## config.mk

```make
export PLATFORM = sky130hd
export DESIGN_NAME = bcd_serial_addsub
export DESIGN_NICKNAME = d
export VERILOG_FILES = /design/src/rtl/bcd_pkg.sv /design/src/rtl/bcd_digit_adder.sv /design/src/rtl/bcd_serial_addsub.sv
export SDC_FILE = /design/constraint.sdc
export NUM_CORES = 1
export LEC_CHECK = 0
export CELL_PAD_IN_SITES_DETAIL_PLACEMENT = 1
export CELL_PAD_IN_SITES_GLOBAL_PLACEMENT = 2
export CORE_MARGIN = 2
export CORE_UTILIZATION = 35
export CTS_BUF_LIST = sky130_fd_sc_hd__clkbuf_16
export DETAILED_ROUTE_END_ITERATION = 8
export GPL_ROUTABILITY_DRIVEN = 1
export HOLD_SLACK_MARGIN = 0.02
export PLACE_DENSITY_LB_ADDON = 0.1
export SYNTH_ARGS = -nofsm -noshare
export SYNTH_HDL_FRONTEND = slang
export SYNTH_SLANG_ARGS = --single-unit
```

## constraint.sdc

```tcl
create_clock -name clk -period 6.2 [get_ports clk]
set_clock_uncertainty 0.05 [all_clocks]
set_input_delay 1.24 -clock clk [delete_from_list [all_inputs] [get_ports clk]]
set_output_delay 1.24 -clock clk [all_outputs]
set_load 0.01 [all_outputs]
```

## src/rtl/bcd_pkg.sv

```systemverilog
// Shared types and digit helpers for the digit-serial BCD adder/subtractor.
package bcd_pkg;

   localparam int BCD_DIGIT_W = 4;

   typedef logic [BCD_DIGIT_W-1:0] bcd_digit_t;

   // Operation sequencer states: wait for operands, walk the digits, hold result.
   typedef enum logic [1:0] {
      IDLE = 2'd0,
      RUN  = 2'd1,
      DONE = 2'd2
   } state_t;

   // Nines complement of a digit, modulo 16 so that invalid digits still give
   // a deterministic value.
   function automatic bcd_digit_t nines_comp(input bcd_digit_t d);
      return bcd_digit_t'(4'd9 - d);
   endfunction

   // True for the legal BCD codes 0..9.
   function automatic logic digit_valid(input bcd_digit_t d);
      return (d <= 4'd9);
   endfunction

endpackage

```

## src/rtl/bcd_digit_adder.sv

```systemverilog
// One BCD digit of add/subtract: optional nines complement of b, binary add
// with carry, then the +6 decimal correction when the raw sum exceeds 9.
import bcd_pkg::*;

module bcd_digit_adder (
   input  bcd_digit_t a_d,
   input  bcd_digit_t b_d,
   input  logic       cin,
   input  logic       sub,
   output bcd_digit_t digit,
   output logic       cout
);

   bcd_digit_t b_eff;
   logic [4:0] raw;

   // Digit add with decimal correction; a raw sum above 9 wraps by +6 and carries.
   always_comb begin
      b_eff = sub ? nines_comp(b_d) : b_d;
      raw   = {1'b0, a_d} + {1'b0, b_eff} + {4'b0000, cin};
      digit = raw[3:0];
      cout  = 1'b0;
      if (raw > 5'd9) begin
         digit = bcd_digit_t'(raw[3:0] + 4'd6);
         cout  = 1'b1;
      end
   end

endmodule

```

## src/rtl/bcd_serial_addsub.sv

```systemverilog
// Digit-serial BCD adder/subtractor. Operands are taken once, then one digit
// is produced per clock (least significant first) through a single shared
// digit adder; the packed result is held until the consumer takes it.
//
// Handshake: a transfer happens on a rising edge where valid and ready are
// both high. in_ready is high only in IDLE; out_valid is high only in DONE.
// Neither side may assume a transfer without both signals high, and valid
// asserted against a low ready is simply ignored.
import bcd_pkg::*;

module bcd_serial_addsub #(
   parameter int NDIGITS = 4
) (
   input  logic                 clk,
   input  logic                 rst_n,
   input  logic                 in_valid,
   output logic                 in_ready,
   input  logic [4*NDIGITS-1:0] a,
   input  logic [4*NDIGITS-1:0] b,
   input  logic                 sub,
   input  logic                 cin,
   output logic                 out_valid,
   input  logic                 out_ready,
   output logic [4*NDIGITS-1:0] sum,
   output logic                 cout,
   output logic                 err,
   output state_t               dbg_state
);

   localparam int W  = BCD_DIGIT_W * NDIGITS;
   localparam int CW = (NDIGITS > 1) ? $clog2(NDIGITS) : 1;
   localparam logic [CW-1:0] LAST = CW'(NDIGITS - 1);

   state_t        state;
   state_t        state_nxt;
   logic [CW-1:0] cnt;
   logic [W-1:0]  a_r;
   logic [W-1:0]  b_r;
   logic          sub_r;
   logic          carry;
   logic          bad_in;
   logic          accept;
   logic          last_digit;
   bcd_digit_t    a_sel;
   bcd_digit_t    b_sel;
   bcd_digit_t    dig;
   logic          dig_cout;

   assign accept     = in_valid && in_ready;
   assign last_digit = (cnt == LAST);
   assign dbg_state  = state;

   // Flag any non-BCD code among the incoming operand digits.
   always_comb begin
      bad_in = 1'b0;
      for (int i = 0; i < NDIGITS; i++) begin
         if (!digit_valid(a[BCD_DIGIT_W*i +: BCD_DIGIT_W]) ||
             !digit_valid(b[BCD_DIGIT_W*i +: BCD_DIGIT_W]))
            bad_in = 1'b1;
      end
   end

   // Route the digit pair selected by the counter to the shared adder.
   always_comb begin
      a_sel = '0;
      b_sel = '0;
      for (int i = 0; i < NDIGITS; i++) begin
         if (cnt == CW'(i)) begin
            a_sel = a_r[BCD_DIGIT_W*i +: BCD_DIGIT_W];
            b_sel = b_r[BCD_DIGIT_W*i +: BCD_DIGIT_W];
         end
      end
   end

   bcd_digit_adder u_digit (
      .a_d   (a_sel),
      .b_d   (b_sel),
      .cin   (carry),
      .sub   (sub_r),
      .digit (dig),
      .cout  (dig_cout)
   );

   // State register.
   always_ff @(posedge clk or negedge rst_n) begin
      if (!rst_n)
         state <= IDLE;
      else
         state <= state_nxt;
   end

   // Next-state and handshake outputs decoded from the current state.
   always_comb begin
      state_nxt = state;
      in_ready  = 1'b0;
      out_valid = 1'b0;
      case (state)
         IDLE: begin
            in_ready = 1'b1;
            if (in_valid)
               state_nxt = RUN;
         end
         RUN: begin
            if (last_digit)
               state_nxt = DONE;
         end
         DONE: begin
            out_valid = 1'b1;
            if (out_ready)
               state_nxt = IDLE;
         end
         default: state_nxt = IDLE;
      endcase
   end

   // Operand capture on accept, then one result digit per RUN cycle.
   // In subtract mode the initial carry is inverted so that cin acts as a
   // borrow-in on top of the ten's-complement +1.
   always_ff @(posedge clk or negedge rst_n) begin
      if (!rst_n) begin
         a_r   <= '0;
         b_r   <= '0;
         sub_r <= 1'b0;
         carry <= 1'b0;
         cnt   <= '0;
         sum   <= '0;
         cout  <= 1'b0;
         err   <= 1'b0;
      end else begin
         if (accept) begin
            a_r   <= a;
            b_r   <= b;
            sub_r <= sub;
            carry <= cin ^ sub;
            err   <= bad_in;
            cnt   <= '0;
         end else if (state == RUN) begin
            for (int i = 0; i < NDIGITS; i++) begin
               if (cnt == CW'(i))
                  sum[BCD_DIGIT_W*i +: BCD_DIGIT_W] <= dig;
            end
            carry <= dig_cout;
            if (last_digit) begin
               cout <= dig_cout;
               cnt  <= '0;
            end else begin
               cnt  <= cnt + 1'b1;
            end
         end
      end
   end

endmodule

```

==> PnR_summary.wiki <==
{| class="wikitable"
! Metric !! Value
|-
| Total standard cell area after synthesis || roughly 2800 µm²
|-
| Wire length of the first global-routing pass || 10900 µm
|-
| Via-per-instance ratio || 5.04
|-
| Launching element of the worst setup path || cnt[1]
|-
| Maxcap violations || 0
|-
| DR DRC count || 0
|-
| Count of endpoints failing setup in the final report || 0
|-
| DP Area || 3470 µm²
|-
| Critical Path Sink || sum[1]
|-
| Setup CP Type || flip-flop to flip-flop
|-
| Die X-Extent || 93.6 µm
|-
| Number of antenna-violating nets in the routed design || 0
|-
| Fraction of the yosys area taken by sequential cells || 49.9%
|-
| All-layer global routing usage || 16.1%
|-
| Count of boundary I/O pins || 60
|-
| Reg area || 1400 µm²
|-
| Data required time of the worst path || ~6.3 ns
|-
| Tcrit/Tclk final || 67.5%
|-
| Shortest clock period the worst path allows after layout || around 4.2 ns
|-
| Layout cells sized above 1 || 15.6%
|-
| RSZ-0062 raised after global routing || no
|-
| # diodes || 0
|-
| Number of fill cells || 855
|-
| Slew headroom || 52.7%
|-
| Setup slack, reg-to-reg || about 2 ns
|-
| Number of instances in the synthesized netlist || 243
|-
| Growth of design area from synthesis to finish || 29.5%
|-
| Weighted congestion reported at the end of routability-driven placement || just under 0.8
|-
| Drt pass-1 iters || 4
|-
| Worst-Margin Slew || 0.709 ns
|-
| CP Buf/Inv Count || 2
|-
| Die boundary height || 93.6 µm
|-
| Buffer cell driving the clock tree root || clkbuf_16
|-
| Total overflow reported by the global router || 0
|-
| Clock tree from TritonCTS || built
|-
| Dominant cell by count in the synthesized netlist || dfrtp_1
|-
| Resize count post-CTS || 0
|-
| Via count || 2037
|-
| Number of enable-type register cells in the synthesized netlist || 0
|-
| Via count of the first global-routing pass || approximately 2100
|-
| Critical Path AT || 4.30 ns
|-
| Final hold vios || 0
|-
| Count of synthesis-stage warnings from yosys || 0
|-
| IO Port Bufs || 59
|-
| Post-layout net count || 350
|-
| Cell depth of the worst setup path || 15
|-
| Commonest cells post-synth || dfrtp_1, mux2_2, nand2_1
|-
| Hpwl dp || 5030 µm
|-
| Number of distinct standard cells referenced by the synthesized netlist || 41
|-
| Chain of cells forming the critical path || inv_1 -> ha_1 -> nor2b_1 -> a221oi_1 -> nor3_1 -> a21oi_1 -> xnor2_1 -> fa_1 -> inv_1 -> fa_1 -> ha_1 -> a31o_4 -> o311ai_4 -> xor2_2 -> o21ai_1
|-
| Cell at the slowest stage of the critical path || fa_1
|-
| Critical R2R Capture || sum[1]
|-
| Routed wire length || 6530 µm
|-
| Largest incremental delay on the critical path || between 0.5 and 0.6 ns
|-
| Placeable core region || 7770 µm²
|-
| Initial antenna violation count || 0
|-
| Startpoint class of the critical path || flip-flop
|-
| Critical Path Fanout Max || 11
|-
| Status || completed
|-
| Largest delay contributor family on the critical path || adder cells
|-
| Max Freq || 239 MHz
|-
| Number of storage elements in the synthesis netlist || 56
|-
| Maximum clock insertion buffer count || 2
|-
| Hold Path Depth || 2
|-
| Area share of the leading cell type in the synthesized netlist || 49.9%
|-
| Core Rows || 32
|-
| Total number of H-tree levels || 2
|-
| Initial Util || 36.1%
|-
| Maximum number of pins on one net before global-route repair || 57
|-
| Cell count of the worst reg-to-reg path || 15
|-
| Synthesized netlist net count || 292
|-
| Flip-flop cell with the highest count after synthesis || dfrtp_1
|-
| Number of hold buffers added after cts || 0
|-
| Top cells by area, synth || dfrtp_1, mux2_2, ha_1, nand2_1, mux2_1
|-
| Crit end category || flip-flop
|-
| Die area || 8750 µm²
|-
| Worst r2r src || cnt[1]
|-
| Post-synthesis average cell area || 11.6 µm²
|-
| Total clock sinks || 56
|-
| Total negative slack || 0 ns
|-
| Clock insertion delay at the later pin of the skew report || 0.29 ns
|-
| DRC violation total after the first TritonRoute iteration || 31
|-
| Cell type with the largest total area after synthesis || dfrtp_1
|-
| Post-CTS Setup Bufs || 0
|-
| Tightest Hold Check Type || flip-flop to flip-flop
|-
| Clock buffer count from CTS || 5
|-
| Reg clk slew, reported paths || 0.07 ns
|-
| Area taken by multi-input logic gates || 1300 µm²
|-
| Final standard cell area without fillers || 3630 µm²
|-
| Post-synthesis async set-or-reset flop share || 100%
|-
| Slew Viols, Final || 0
|-
| Average wire per standard cell || approximately 16 µm
|}
-- state kept, by name, indices dropped and copies added, names as in the netlist --
register   cells
b_r           16
carry          1
dbg_state      2
sum           16
cout           1
a_r           16
sub_r          1
cnt            2
err            1
-- metal layers --
layer / wire length, µm / vias to the layer above / GRT usage (%)
li1: - / 984 / -
met1: 2960 / 1003 / 20.5
met2: 3300 / 46 / 28.0
met3: 222 / 4 / 3.79
met4: 48 / 0 / 3.26
met5: 0 / - / 0
-- worst min path at each step --
| stage | to | start | slack (ns) |
|---|---|---|---|
| final | sum[2] | sum[2] | 0.43 |
| after global routing | sum[13] | sum[13] | 0.46 |
| after CTS | sum[2] | sum[2] | 0.44 |
| after detailed placement | sum[2] | sum[2] | 0.42 |
| after global placement | sum[6] | sum[6] | 0.42 |
| after floorplan | a_r[11] | a_r[11] | 0.41 |
-- layout make-up --
cell class	count	share of cell area (%)
flip-flops and latches	56	38.6
multi-input cells	167	35.9
repair buffers	61	16.5
well taps	102	3.51
clock buffers	5	3.44
clock inverters	3	1.07
inverters	10	1.03
-- per-stage QoR --
stage	hold WS, ns	utilization (%)	setup WS, ns	std cells
after detailed placement	0.422	44.7	1.99	396
final	0.430	46.8	2.01	404
after global placement	0.418	44.7	2.18	396
after floorplan	0.408	-	2.57	243
after CTS	0.438	46.8	1.97	404
after global routing	0.464	46.8	1.64	404
-- worst reg2reg max path, stage by stage (launching register included) --
cell and delay [ns]:
dfrtp_1 0.40, inv_1 0.08, ha_1 0.32, nor2b_1 0.46
a221oi_1 0.17, nor3_1 0.19, a21oi_1 0.10, xnor2_1 0.19
fa_1 0.39, inv_1 0.08, fa_1 0.52, ha_1 0.29
a31o_4 0.24, o311ai_4 0.28, xor2_2 0.25, o21ai_1 0.08
-- cells in the final DEF (no fill, tap or decap), drive strengths merged, types with 4 or more instances in the layout --
master	Yosys	final
clkbuf	2	5
mux2i	5	5
inv	10	11
dfrtp	56	56
nor3	5	5
o21ai	21	21
a221oi	5	5
nor2	10	10
clkdlybuf4s50	0	58
o31ai	4	4
nand2	22	22
mux2	38	38
a21oi	12	12
nor2b	8	8
ha	9	9
-- kinds of logic after synthesis --
family | Yosys count | share of synthesized area [%]
adder cells (fa/ha/maj) | 11 | 5.44
flip-flops | 56 | 49.9
AO/OA/AOI/OAI | 55 | 13.5
buffers and inverters | 20 | 3.65
XOR/XNOR | 5 | 1.83
AND/OR/NAND/NOR | 53 | 8.69
multiplexers | 43 | 17.0
Power is not shown: default switching activity piles up to over one toggle a cycle in this logic, so the estimate is an artifact.
